<file path="src/rtl/key_event_ctrl_pkg.sv">
// Shared definitions for the key event controller: FSM state
// encoding and the derived-constant helper functions.
package key_event_ctrl_pkg;

    typedef enum logic [1:0] {
        KEY_IDLE    = 2'd0,
        KEY_PRESSED = 2'd1,
        KEY_LONG    = 2'd2
    } key_state_e;

    function automatic int f_clog2(input int v);
        int r;
        r = 0;
        while ((1 << r) < v) r++;
        return r;
    endfunction

    function automatic int f_tick_div(input int clk_hz, input int sample_ms);
        return clk_hz / 1000 * sample_ms;
    endfunction

    function automatic int f_long_ticks(input int long_ms, input int sample_ms);
        return long_ms / sample_ms;
    endfunction

    function automatic int f_repeat_ticks(input int rep_ms, input int sample_ms);
        return rep_ms / sample_ms;
    endfunction

endpackage

</file>
<file path="src/rtl/key_event_ctrl_chan.sv">
// One key channel: 2-FF synchroniser, tick-sampled debounce and the
// press/long/repeat event FSM. Repeat logic exists only with KEY_EVENT_REPEAT_EN.
module key_chan
    import key_event_ctrl_pkg::*;
#(
    parameter int STABLE_SAMPLES = 4,
    parameter int LONG_TICKS     = 200
`ifdef KEY_EVENT_REPEAT_EN
    ,
    parameter int REPEAT_TICKS   = 40
`endif
)
(
    input  logic i_clk,
    input  logic i_rst,
    input  logic i_key_n,
    input  logic i_tick,
    output logic o_level,
    output logic o_press,
    output logic o_release,
    output logic o_long,
    output logic o_repeat
);

    localparam int DB_W   = f_clog2(STABLE_SAMPLES + 1);
    localparam int HOLD_W = f_clog2(LONG_TICKS + 1);
    localparam logic [DB_W-1:0]   DB_LAST   = DB_W'(STABLE_SAMPLES - 1);
    localparam logic [HOLD_W-1:0] HOLD_LAST = HOLD_W'(LONG_TICKS - 1);

    logic              r_sync1;
    logic              r_sync2;
    logic [DB_W-1:0]   r_db_cnt;
    logic              r_level;
    key_state_e        r_state;
    logic [HOLD_W-1:0] r_hold_cnt;
    logic              r_press;
    logic              r_release;
    logic              r_long;

    logic              w_press_s;
    logic [DB_W-1:0]   w_db_nxt;
    logic              w_level_nxt;
    logic              w_rise;
    logic              w_fall;
    key_state_e        w_state_nxt;
    logic [HOLD_W-1:0] w_hold_nxt;
    logic              w_press;
    logic              w_release;
    logic              w_long;

    assign w_press_s = ~r_sync2;

    // Bring the asynchronous pin into the clock domain; idle is released.
    always_ff @(posedge i_clk or posedge i_rst) begin
        if (i_rst) begin
            r_sync1 <= 1'b1;
            r_sync2 <= 1'b1;
        end else begin
            r_sync1 <= i_key_n;
            r_sync2 <= r_sync1;
        end
    end

    // Debounce: count consecutive differing samples, flip level on the last.
    always_comb begin
        w_level_nxt = r_level;
        w_db_nxt    = r_db_cnt;
        if (i_tick) begin
            if (w_press_s == r_level) begin
                w_db_nxt = '0;
            end else if (r_db_cnt == DB_LAST) begin
                w_level_nxt = ~r_level;
                w_db_nxt    = '0;
            end else begin
                w_db_nxt = r_db_cnt + 1'b1;
            end
        end
    end

    assign w_rise = w_level_nxt & ~r_level;
    assign w_fall = ~w_level_nxt & r_level;

    // Debounce state register.
    always_ff @(posedge i_clk or posedge i_rst) begin
        if (i_rst) begin
            r_db_cnt <= '0;
            r_level  <= 1'b0;
        end else begin
            r_db_cnt <= w_db_nxt;
            r_level  <= w_level_nxt;
        end
    end

`ifdef KEY_EVENT_REPEAT_EN
    localparam int REP_W = f_clog2(REPEAT_TICKS + 1);
    localparam logic [REP_W-1:0] REP_LAST = REP_W'(REPEAT_TICKS - 1);

    logic [REP_W-1:0] r_rep_cnt;
    logic [REP_W-1:0] w_rep_nxt;
    logic             r_repeat;
    logic             w_repeat;
`endif

    // Event FSM: a falling level always wins over long/repeat thresholds.
    always_comb begin
        w_state_nxt = r_state;
        w_hold_nxt  = r_hold_cnt;
        w_press     = 1'b0;
        w_release   = 1'b0;
        w_long      = 1'b0;
`ifdef KEY_EVENT_REPEAT_EN
        w_rep_nxt   = r_rep_cnt;
        w_repeat    = 1'b0;
`endif
        if (w_fall) begin
            w_state_nxt = KEY_IDLE;
            w_release   = 1'b1;
        end else begin
            unique case (r_state)
                KEY_IDLE: begin
                    if (w_rise) begin
                        w_state_nxt = KEY_PRESSED;
                        w_press     = 1'b1;
                        w_hold_nxt  = '0;
                    end
                end
                KEY_PRESSED: begin
                    if (i_tick) begin
                        if (r_hold_cnt == HOLD_LAST) begin
                            w_state_nxt = KEY_LONG;
                            w_long      = 1'b1;
`ifdef KEY_EVENT_REPEAT_EN
                            w_rep_nxt   = '0;
`endif
                        end else if (r_hold_cnt < HOLD_LAST) begin
                            w_hold_nxt = r_hold_cnt + 1'b1;
                        end
                    end
                end
                KEY_LONG: begin
`ifdef KEY_EVENT_REPEAT_EN
                    if (i_tick) begin
                        if (r_rep_cnt == REP_LAST) begin
                            w_repeat  = 1'b1;
                            w_rep_nxt = '0;
                        end else begin
                            w_rep_nxt = r_rep_cnt + 1'b1;
                        end
                    end
`endif
                end
                default: begin
                    w_state_nxt = KEY_IDLE;
                end
            endcase
        end
    end

    // Event state, hold counter and registered single-cycle pulses.
    always_ff @(posedge i_clk or posedge i_rst) begin
        if (i_rst) begin
            r_state    <= KEY_IDLE;
            r_hold_cnt <= '0;
            r_press    <= 1'b0;
            r_release  <= 1'b0;
            r_long     <= 1'b0;
        end else begin
            r_state    <= w_state_nxt;
            r_hold_cnt <= w_hold_nxt;
            r_press    <= w_press;
            r_release  <= w_release;
            r_long     <= w_long;
        end
    end

`ifdef KEY_EVENT_REPEAT_EN
    // Auto-repeat period counter and pulse.
    always_ff @(posedge i_clk or posedge i_rst) begin
        if (i_rst) begin
            r_rep_cnt <= '0;
            r_repeat  <= 1'b0;
        end else begin
            r_rep_cnt <= w_rep_nxt;
            r_repeat  <= w_repeat;
        end
    end

    assign o_repeat = r_repeat;
`else
    assign o_repeat = 1'b0;
`endif

    assign o_level   = r_level;
    assign o_press   = r_press;
    assign o_release = r_release;
    assign o_long    = r_long;

endmodule

</file>
<file path="src/rtl/key_event_ctrl.sv">
// Multi-key front end: shared sample-tick prescaler feeding NUM_KEYS
// key_chan instances. Optional auto-repeat via KEY_EVENT_REPEAT_EN.
module key_event_ctrl
    import key_event_ctrl_pkg::*;
#(
    parameter int NUM_KEYS       = 4,
    parameter int CLK_HZ         = 50000000,
    parameter int SAMPLE_MS      = 5,
    parameter int STABLE_SAMPLES = 4,
    parameter int LONG_MS        = 1000,
    parameter int REPEAT_MS      = 200
)
(
    input  logic                clk,
    input  logic                rst,
    input  logic [NUM_KEYS-1:0] key_n,
    output logic [NUM_KEYS-1:0] key_level,
    output logic [NUM_KEYS-1:0] press_pulse,
    output logic [NUM_KEYS-1:0] release_pulse,
    output logic [NUM_KEYS-1:0] long_pulse,
    output logic [NUM_KEYS-1:0] repeat_pulse
);

    localparam int TICK_DIV   = f_tick_div(CLK_HZ, SAMPLE_MS);
    localparam int TD_W       = f_clog2(TICK_DIV);
    localparam int LONG_TICKS = f_long_ticks(LONG_MS, SAMPLE_MS);
    localparam logic [TD_W-1:0] TD_LAST = TD_W'(TICK_DIV - 1);
`ifdef KEY_EVENT_REPEAT_EN
    localparam int REPEAT_TICKS = f_repeat_ticks(REPEAT_MS, SAMPLE_MS);
`endif

    logic [TD_W-1:0] r_presc;
    logic            w_tick;

    assign w_tick = (r_presc == TD_LAST);

    // Shared prescaler: 0..TICK_DIV-1, tick on the last count.
    always_ff @(posedge clk or posedge rst) begin
        if (rst) begin
            r_presc <= '0;
        end else if (w_tick) begin
            r_presc <= '0;
        end else begin
            r_presc <= r_presc + 1'b1;
        end
    end

    for (genvar g = 0; g < NUM_KEYS; g++) begin : g_chan
        key_chan #(
            .STABLE_SAMPLES (STABLE_SAMPLES),
            .LONG_TICKS     (LONG_TICKS)
`ifdef KEY_EVENT_REPEAT_EN
            ,
            .REPEAT_TICKS   (REPEAT_TICKS)
`endif
        ) u_chan (
            .i_clk     (clk),
            .i_rst     (rst),
            .i_key_n   (key_n[g]),
            .i_tick    (w_tick),
            .o_level   (key_level[g]),
            .o_press   (press_pulse[g]),
            .o_release (release_pulse[g]),
            .o_long    (long_pulse[g]),
            .o_repeat  (repeat_pulse[g])
        );
    end

endmodule
</file>
<file path="config.mk">
export PLATFORM = sky130hd
export DESIGN_NAME = key_event_ctrl
export DESIGN_NICKNAME = d
export VERILOG_FILES = /design/src/rtl/key_event_ctrl_pkg.sv /design/src/rtl/key_event_ctrl_chan.sv /design/src/rtl/key_event_ctrl.sv
export SDC_FILE = /design/constraint.sdc
export NUM_CORES = 1
export LEC_CHECK = 0
export BUFFER_PORTS_ARGS = -buffer_cell sky130_fd_sc_hd__buf_2
export CORE_MARGIN = 3
export CORE_UTILIZATION = 51
export CTS_BUF_LIST = sky130_fd_sc_hd__clkbuf_8
export CTS_CLUSTER_DIAMETER = 120
export DETAILED_ROUTE_END_ITERATION = 12
export GPL_ROUTABILITY_DRIVEN = 0
export PLACE_DENSITY = 0.78
export SLEW_MARGIN = 20
export SYNTH_ARGS = -nofsm -noshare
export SYNTH_HDL_FRONTEND = slang
export SYNTH_SLANG_ARGS = --single-unit
</file>
<file path="constraint.sdc">
create_clock -name clk -period 4.5 [get_ports clk]
set_clock_uncertainty 0.2 [all_clocks]
set_input_delay 0.9 -clock clk [delete_from_list [all_inputs] [get_ports clk]]
set_output_delay 0.9 -clock clk [all_outputs]
set_load 0.01 [all_outputs]
</file>
==> impl_metrics.ini, run 1 <==
[worst_hold_path]
hold_path_depth = 0
min_path_type = register to register
min_from = g_chan[3].u_chan.r_sync1$_DFF_PP1_

[sta]
rsz0062_at_grt = no
fin_crit_ns = 2.87
finalMaxSlewViolations = 0
period_share = 0.637
fmax_ghz = 0.349
finalSetupViolCount = 0
tightest_slew_ns = 0.924
setup_tns_ns = 0
slew_headroom = 0.383
hold_viol = 0

[synth]
synth-edff-count = 0
ys_warn_count = 0
synth_top_area_cell = dfrtp_1
synth_ff_type = dfrtp_1
syn_area_um2 = 4640
synth_top_area_frac = 0.464
synthArstFlopShare = 1.00
yosys-top-cells-area = dfrtp_1 46%, dfstp_2 4.5%, nand2_1 3.8%
yosys_register_bits = 94
ys_types = 55
ys_seq_area_frac = 0.509
synth_cells = 473
syn_area_per_cell_um2 = 9.81

[layout]
layout_common_cells = 86 x dfrtp_1, 47 x nand2_1, 43 x nor2_1, 29 x nand3_1, 21 x buf_2
drive_above_1_share = 0.115
syn_to_final_growth_pct = 6.71
fin_util = 0.565
diodes = 0
post-route-cell-area_um2 = 4950
fin_nets = 496
fillers = 769
layout_commonest_cell = dfrtp_1
fin_cells = 594

[route]
detailroute.via_count = 3430
ant_nets = 0
routed.top_layer = met4
drt_iter0_markers = 166
firstDrtPassIters = 4
routed_wl_mm = 8.82
wl_per_cell_um = 14.9
viasPerCell = 5.77
drc = 0
wl_met2_mm = 4.47
wl_met3_um = 332
met1_length_mm = 3.97

[die]
die_area_um2 = 10300
pin_count = 26
core_area_um2 = 8760
start_util = 0.530
die_h_um = 101
die_w_um = 101
num_rows = 34

[clock_tree]
post_cts_resized = 0
hold_buffers = 0
cts_tree = built
cts_buffer_depth = 2
clock_sinks = 94
h-tree-depth = 3
clk_latency_ns = 0.36
cts-root-buf = clkbuf_8
path_clk_slew_ns = 0.09
numCtsBuffers = 9
post-cts-setup-buffers = 0

[pwr]
p_sw_mw = 0.317
ir_drop_mv = 0.221
comb_power_share = 0.017
clockPowerShare = 0.416
powerDensity_nw_per_um2 = 304
finalPower_mw = 1.50
internal_power_mw = 1.19
p_leak_nw = 2.30
power_frac_seq = 0.568
power.share.switching = 0.211

[worst_setup_path]
ff2ff_path_depth = 5
r2r_start = r_presc[5]$_DFF_PP0_
crit_arrival_ns = 2.96
cp_max_fo = 14
worst_setup_path_start_kind = register
path_class = register to register
slowest_stage = or4_1
critPathMaxStageDelay_ns = 0.65
rrSetupSlack_ns = 1.63
required_ns = 4.59
crit_path_end_kind = register
startpoint = r_presc[5]$_DFF_PP0_
path_cells = nor4_1 -> and4_1 -> o2111ai_1 -> or4_1 -> a21oi_1

[global_routing]
grt_max_degree = 47
grt_pass1_wl_mm = 15.3
grt_usage = 0.184
gr-total-overflow = 0
antenna_found_initial = 0
grt_pass1_vias = 3291

[place]
io_buffers = 21
place_area_um2 = 4720
dp_cells = 578
post-dp-hpwl_mm = 6.24

[job]
drv_cap = 0

[status]
outcome = complete, no violations
-- synth_stat cells, drive strengths merged (10+ instances only) --
cell,number
nor2,43
nor4,10
and3,10
buf,24
nand2,47
o21ai,36
dfrtp,86
nand2b,10
xor2,10
nand4,11
a21oi,15
nand3,29
inv,12
-- through the flow --
step	hold WS, ns	setup slack (ns)
floorplan	0.145	0.965
global placement	0.146	1.79
detailed placement	0.147	1.62
CTS	0.160	1.61
global route	0.169	1.45
finish	0.158	1.63
-- metal layers --
layer | GRT usage | vias up
li1 | - | 1700
met1 | 0.232 | 1668
met2 | 0.319 | 58
met3 | 0.0461 | 4
met4 | 0.0429 | 0
met5 | 0 | -
-- power groups by stage --
| stage | registers [mW] | clock network [mW] | logic, mW |
|---|---|---|---|
| after floorplan | 0.870 | 0 | 0.0203 |
| after global placement | 0.871 | 0 | 0.0260 |
| after detailed placement | 0.871 | 0 | 0.0269 |
| after CTS | 0.854 | 0.644 | 0.0266 |
| after global routing | 0.855 | 0.681 | 0.0298 |
| final | 0.854 | 0.625 | 0.0250 |
-- sequential cells by signal, indices dropped and copies added, names as in the netlist --
register and flops:
g_chan.u_chan.o_press 4, g_chan.u_chan.r_db_cnt 12, g_chan.u_chan.r_sync1 4, g_chan.u_chan.o_release 4, g_chan.u_chan.r_sync2 4, g_chan.u_chan.o_level 4, g_chan.u_chan.o_long 4, g_chan.u_chan.r_hold_cnt 32
g_chan.u_chan.r_state 8, r_presc 18
-- layout make-up --
type,instances,area (µm²),area share
Clock inverter,6,93.8,0.0189
Multi-Input combinational cell,339,2040,0.412
Timing Repair Buffer,25,135,0.0273
Clock buffer,10,138,0.0278
Sequential cell,94,2360,0.477
Tap cell,108,135,0.0273
Inverter,12,46.3,0.00935
-- final timing paths --
check,endpoint
worst max-delay path,g_chan[3].u_chan.r_hold_cnt[7]$_DFFE_PP0P_
worst min-delay path,g_chan[3].u_chan.r_sync2$_DFF_PP1_
worst max register to register,g_chan[3].u_chan.r_hold_cnt[7]$_DFFE_PP0P_
worst min register to register,g_chan[3].u_chan.r_sync2$_DFF_PP1_
max in group asynchronous,g_chan[1].u_chan.r_sync1$_DFF_PP1_
min in group asynchronous,g_chan[3].u_chan.r_hold_cnt[2]$_DFFE_PP0P_
-- kinds of logic after synthesis --
logic type                 after synthesis  share of synthesized area
muxes                                    5                     0.0111
DFF                                     94                      0.509
adders and majority gates                9                     0.0243
and+or+nand+nor                        211                      0.243
buffers and inverters                   43                     0.0534
xor gates and xnor gates                17                     0.0321
AOI/OAI and AO/OA                       93                      0.126
other                                    1                   0.000808
-- critical path, delay by kind of cell, from the launching register on --
kind,cells,cell delay (ns)
flops,1,0.45
compound gates,2,0.66
simple gates,3,1.49
No activity file was read; power rests on OpenSTA's default activity.
==> inputs of run 2 (changes only) <==
- PLACE_DENSITY: 0.78 -> 0.8
- clock period: 4.5 -> 2.4 ns (I/O delays scaled with it)
==> run 2 against run 1 <==
Against the previous run: utilization rose by 3.6 points; sequential power grew 87%; via count rose by 2.5%; hold slack worse by 0.13 ns; routed wire length grew 2.9%; first-iteration DRC count shrank 7.8%; clock-buffer cell count unchanged; fmax is 22% higher; total power rose by 78%; critical endpoint is now g_chan[2].u_chan.r_hold_cnt[5]$_DFFE_PP0P_; largest cell class unchanged.
==> impl_metrics.ini, run 2 (synthesized netlist as in run 1, its figures left out) <==
[die]
start_util = 0.530
die_area_um2 = 10300
core_area_um2 = 8760
die_h_um = 101
pin_count = 26
die_w_um = 101
num_rows = 34

[worst_setup_path]
cp_max_fo = 3
crit_arrival_ns = 2.42
path_class = register to register
r2r_start = g_chan[2].u_chan.r_db_cnt[0]$_DFFE_PP0N_
rrSetupSlack_ns = 0.06
ff2ff_path_depth = 6
worst_setup_path_start_kind = register
crit_path_end_kind = register
r2r-end = g_chan[2].u_chan.r_hold_cnt[5]$_DFFE_PP0P_
required_ns = 2.48

[sta]
fmax_ghz = 0.427
period_share = 0.976
fin_crit_ns = 2.34
finalSetupViolCount = 0
slew_headroom = 0.622
finalMaxSlewViolations = 0
tightest_slew_ns = 0.562
hold_viol = 0

[pwr]
p_sw_mw = 0.570
internal_power_mw = 2.11
comb_power_share = 0.020
clockPowerShare = 0.384
finalPower_mw = 2.68
ir_drop_mv = 0.310
powerDensity_nw_per_um2 = 509
p_leak_nw = 2.45
power.share.switching = 0.212
power_frac_seq = 0.597

[route]
viasPerCell = 5.61
drc = 0
detailroute.via_count = 3516
routed_wl_mm = 9.08
ant_nets = 0
firstDrtPassIters = 4
wl_per_cell_um = 14.5
drt_iter0_markers = 153

[job]
drv_cap = 0

[clock_tree]
clock_sinks = 94
cts_buffer_depth = 2
path_clk_slew_ns = 0.08
cts-root-buf = clkbuf_8
cts_tree = built
clk_latency_ns = 0.35
h-tree-depth = 3
numCtsBuffers = 9

[place]
place_area_um2 = 4920
post-dp-hpwl_mm = 6.34
io_buffers = 21

[worst_hold_path]
min_to = g_chan[1].u_chan.r_sync1$_DFF_PP1_
min_path_type = input port to register
min_from = key_n[1]
hold_path_depth = 1

[layout]
largest-register = g_chan.u_chan.r_hold_cnt
diodes = 0
largest_reg_flops = 32
syn_to_final_growth_pct = 13.6
fin_nets = 529
layout_commonest_cell = dfrtp_1
drive_above_1_share = 0.189
reg.largest.list = g_chan.u_chan.r_hold_cnt (32), r_presc (18), g_chan.u_chan.r_db_cnt (12)
fin_util = 0.602
layout_common_cells = 82 x dfrtp_1, 47 x nand2_1, 43 x nor2_1, 32 x buf_4, 29 x nand3_1
post-route-cell-area_um2 = 5270

[global_routing]
grt_max_degree = 95
gr-total-overflow = 0
grt_pass1_vias = 3378
grt_usage = 0.188
grt_pass1_wl_mm = 15.6
antenna_found_initial = 0

[status]
outcome = complete, no violations
[run 2: cell types whose count changed in the layout (fill, tap and decap cells not counted), sizes merged]
cell | before | now
clkinvlp | 1 | 3
dlygate4sd3 | 0 | 3
buf | 25 | 55
clkinv | 3 | 2
bufinv | 2 | 1
[run 2: routing by layer]
layer,global-route usage,wire [µm]
met3,0.0331,267
met2,0.324,4580
met1,0.243,4170
met4,0.0552,59
met5,0,0
[run 2: worst max-delay path by stage]
stage,startpoint,to,slack [ns],depth (start not counted)
detailed placement,g_chan[2].u_chan.r_db_cnt[0]$_DFFE_PP0N_,g_chan[2].u_chan.r_hold_cnt[7]$_DFFE_PP0P_,0.003,6
floorplan,g_chan[2].u_chan.r_db_cnt[0]$_DFFE_PP0N_,g_chan[2].u_chan.r_hold_cnt[7]$_DFFE_PP0P_,0.02,6
CTS,g_chan[2].u_chan.r_db_cnt[0]$_DFFE_PP0N_,g_chan[2].u_chan.r_hold_cnt[7]$_DFFE_PP0P_,0.01,6
global placement,g_chan[0].u_chan.r_hold_cnt[0]$_DFFE_PP0P_,g_chan[0].u_chan.r_hold_cnt[0]$_DFFE_PP0P_,0.06,5
finish,g_chan[2].u_chan.r_db_cnt[0]$_DFFE_PP0N_,g_chan[2].u_chan.r_hold_cnt[5]$_DFFE_PP0P_,0.06,6
global route,g_chan[1].u_chan.r_hold_cnt[0]$_DFFE_PP0P_,g_chan[1].u_chan.r_hold_cnt[6]$_DFFE_PP0P_,-0.008,6
[run 2: metrics by stage]
step	worst slack [ns]	cells	hold slack, ns	TNS, ns
global placement	0.0568	602	0.146	0
global route	-0.00756	627	0.00848	-0.0159
finish	0.0579	627	0.0301	0
floorplan	0.0206	476	0.145	0
detailed placement	0.00308	602	0.147	0
CTS	0.0108	619	0.00215	0
[run 2: power by group through the flow]
| stage | registers, mW | logic, mW | clock network, mW |
|---|---|---|---|
| after global placement | 1.63 | 0.0501 | 0 |
| final | 1.60 | 0.0528 | 1.03 |
| after floorplan | 1.63 | 0.0385 | 0 |
| after CTS | 1.60 | 0.0513 | 1.06 |
| after global routing | 1.60 | 0.0616 | 1.13 |
| after detailed placement | 1.63 | 0.0514 | 0 |
[run 2: area by class of cell]
type	instances	area, µm²
clock buffer	10	138
clock inverter	6	62.6
fill	729	3490
inverter	12	48.8
multi-input combinational	339	2110
sequential	94	2370
tap	108	135
timing repair buffer	58	407
[run 2: timing repair]
action                                  CTS  global route
setup buffers                             1             5
resized for setup                         0            17
endpoints found under the hold margin     0             3
hold buffers                              0             3
pin swaps                                 0             9
endpoints found under the setup margin    2            25
[run 2: critical path: stages (launching register included)]
cell and delay, ns:
dfrtp_1 0.39, ha_1 0.23, nand4b_1 0.12, o211ai_1 0.12, or4b_4 0.55, or4_1 0.52
a21oi_1 0.13
==> inputs of run 3 (changes only) <==
==> constraint.sdc (replaced) <==
create_clock -name clk -period 2 [get_ports clk]
set_clock_uncertainty 0.2 [all_clocks]
set_input_delay 0.2 -clock clk [delete_from_list [all_inputs] [get_ports clk]]
set_output_delay 0.2 -clock clk [all_outputs]
set_load 0.01 [all_outputs]
==> run 3 against run 2 <==
Against the previous run: the flow now finishes with violations (negative setup slack); utilization increased by 18 points; total power grew 20%; combinational power rose by 51%; worst setup slack lost 0.46 ns; via count up 33%; sequential share of layout area shrank 10 points; critical path depth up 1; global-route usage rose by 4.3 points; critical path type unchanged.
==> impl_metrics.ini, run 3 (synthesized netlist as in run 1, its figures left out) <==
[sta]
finalMaxSlewViolations = 0
tightest_slew_ns = 0.650
slew_headroom = 0.566
hold_viol = 0
worst_slack_ns = -0.406
fin_crit_ns = 2.41
period_share = 1.20
rsz0062_at_grt = yes
fmax_ghz = 0.416
finalSetupViolCount = 74

[place]
post-dp-hpwl_mm = 7.62
dp_cells = 674
io_buffers = 21

[pwr]
power_frac_seq = 0.598
ir_drop_mv = 0.406
power.share.switching = 0.240
p_leak_nw = 3.11
powerDensity_nw_per_um2 = 471
internal_power_mw = 2.45
comb_power_share = 0.025
clockPowerShare = 0.377
p_sw_mw = 0.772

[worst_setup_path]
path_class = register to register
startpoint = r_presc[13]$_DFF_PP0_
worst_setup_path_start_kind = register
r2r_start = r_presc[13]$_DFF_PP0_
ff2ff_path_depth = 7
crit_arrival_ns = 2.50
cp_max_fo = 4
r2r-end = g_chan[2].u_chan.r_hold_cnt[6]$_DFFE_PP0P_
required_ns = 2.09
endpoint = g_chan[2].u_chan.r_hold_cnt[6]$_DFFE_PP0P_
crit_path_end_kind = register
rrSetupSlack_ns = -0.41

[layout]
diodes = 0
fin_cells = 725
largest-register = g_chan.u_chan.r_hold_cnt
reg.largest.list = g_chan.u_chan.r_hold_cnt (32), r_presc (18), g_chan.u_chan.r_db_cnt (12)
syn_to_final_growth_pct = 47.3
fillers = 432
fin_util = 0.780
drive_above_1_share = 0.473
largest_reg_flops = 32
layout_commonest_cell = buf_4
layout_common_cells = 93 x buf_4, 81 x dfrtp_1, 29 x nand2_1, 27 x buf_6, 26 x nor2_1
fin_nets = 628

[clock_tree]
cts_buffer_depth = 2
path_clk_slew_ns = 0.10
cts-root-buf = clkbuf_8
cts_tree = built
h-tree-depth = 3
clk_latency_ns = 0.37
clock_sinks = 94
numCtsBuffers = 9

[job]
drv_cap = 0

[route]
drt_iter0_markers = 492
wl_per_cell_um = 22.6
firstDrtPassIters = 5
detailroute.via_count = 4686
routed_wl_mm = 16.4
drc = 0
ant_nets = 0
viasPerCell = 6.46

[die]
core_area_um2 = 8760
pin_count = 26
start_util = 0.530
num_rows = 34
die_area_um2 = 10300
die_h_um = 101
die_w_um = 101

[global_routing]
grt_pass1_vias = 4140
antenna_found_initial = 0
gr-total-overflow = 0
grt_usage = 0.231
grt_max_degree = 65
grt_pass1_wl_mm = 19.0

[status]
outcome = finished, violations left
violations = negative setup slack

[worst_hold_path]
min_path_type = input port to async pin
[run 3: cell count changes in the layout (fill, tap and decap cells not counted), moves of 6 or more]
cell and delta:
buf_4 +61, buf_6 +26, nand2_1 -18, nand2_2 +11, nand2_4 +6, nor2_1 -17, nor2_4 +13, o21ai_0 -13
o21ai_1 -6, o21ai_2 +17, o31ai_1 -8, o31ai_2 +6
[run 3: layer usage]
metal / vias up / part of all wire / track usage
met5: - / 0 / 0
met4: 0 / 0.049 / 0.100
met3: 92 / 0.074 / 0.0572
met2: 314 / 0.51 / 0.399
met1: 2309 / 0.36 / 0.272
li1: 1971 / - / -
[run 3: power by group through the flow]
stage	clock [mW]	combinational [mW]	sequential (mW)
global route	1.31	0.0882	1.93
finish	1.21	0.0798	1.92
CTS	1.17	0.0741	1.92
floorplan	0	0.0464	1.96
detailed placement	0	0.0666	1.96
global placement	0	0.0650	1.96
[run 3: worst min path at each step]
| stage | to | from | cells after the start | slack [ns] |
|---|---|---|---|---|
| after global placement | g_chan[3].u_chan.o_release$_DFF_PP0_ | rst | 2 | -0.02 |
| after floorplan | g_chan[0].u_chan.r_sync1$_DFF_PP1_ | key_n[0] | 0 | 0.004 |
| after global routing | g_chan[2].u_chan.r_sync2$_DFF_PP1_ | g_chan[2].u_chan.r_sync1$_DFF_PP1_ | 0 | 0.16 |
| after detailed placement | g_chan[3].u_chan.o_long$_DFF_PP0_ | rst | 2 | -0.01 |
| final | g_chan[1].u_chan.o_press$_DFF_PP0_ | rst | 3 | 0.15 |
| after CTS | g_chan[1].u_chan.r_hold_cnt[3]$_DFFE_PP0P_ | rst | 3 | 0.15 |
[run 3: stage by stage]
step	setup TNS (ns)	cell area, µm²	total power [mW]	setup WS, ns	hold slack [ns]
3_5_place_dp	-7.77	5550	2.03	-0.290	-0.0103
6_report	-14.26	6840	3.22	-0.406	0.152
2_1_floorplan	-1.32	4770	2.00	-0.295	0.00448
3_3_place_gp	-5.48	5550	2.02	-0.266	-0.0157
4_1_cts	-7.50	5960	3.17	-0.255	0.153
5_1_grt	-19.80	6840	3.32	-0.489	0.165
[run 3: what timing repair did]
item	CTS	global route
gates cloned	1	3
endpoints found under the hold margin	90	0
resized for setup	30	158
setup buffers	10	18
setup endpoints to repair	75	76
pin swaps	17	58
hold buffers	5	0
[run 3: critical path, stage by stage, from the launching register on]
cell and delay [ns]:
dfrtp_1 0.46, buf_6 0.15, nor4_4 0.19, nand3b_1 0.16, or4b_4 0.54, buf_4 0.16, or3_1 0.32, a21oi_1 0.15
[run 3: layout make-up]
class | count | area, µm² | share of cell area
Multi-Input combinational cell | 341 | 2770 | 0.406
Sequential cell | 94 | 2370 | 0.346
Timing Repair Buffer | 155 | 1340 | 0.196
Clock buffer | 11 | 151 | 0.0221
Tap cell | 108 | 135 | 0.0198
Inverter | 12 | 48.8 | 0.00714
Clock inverter | 4 | 22.5 | 0.00329
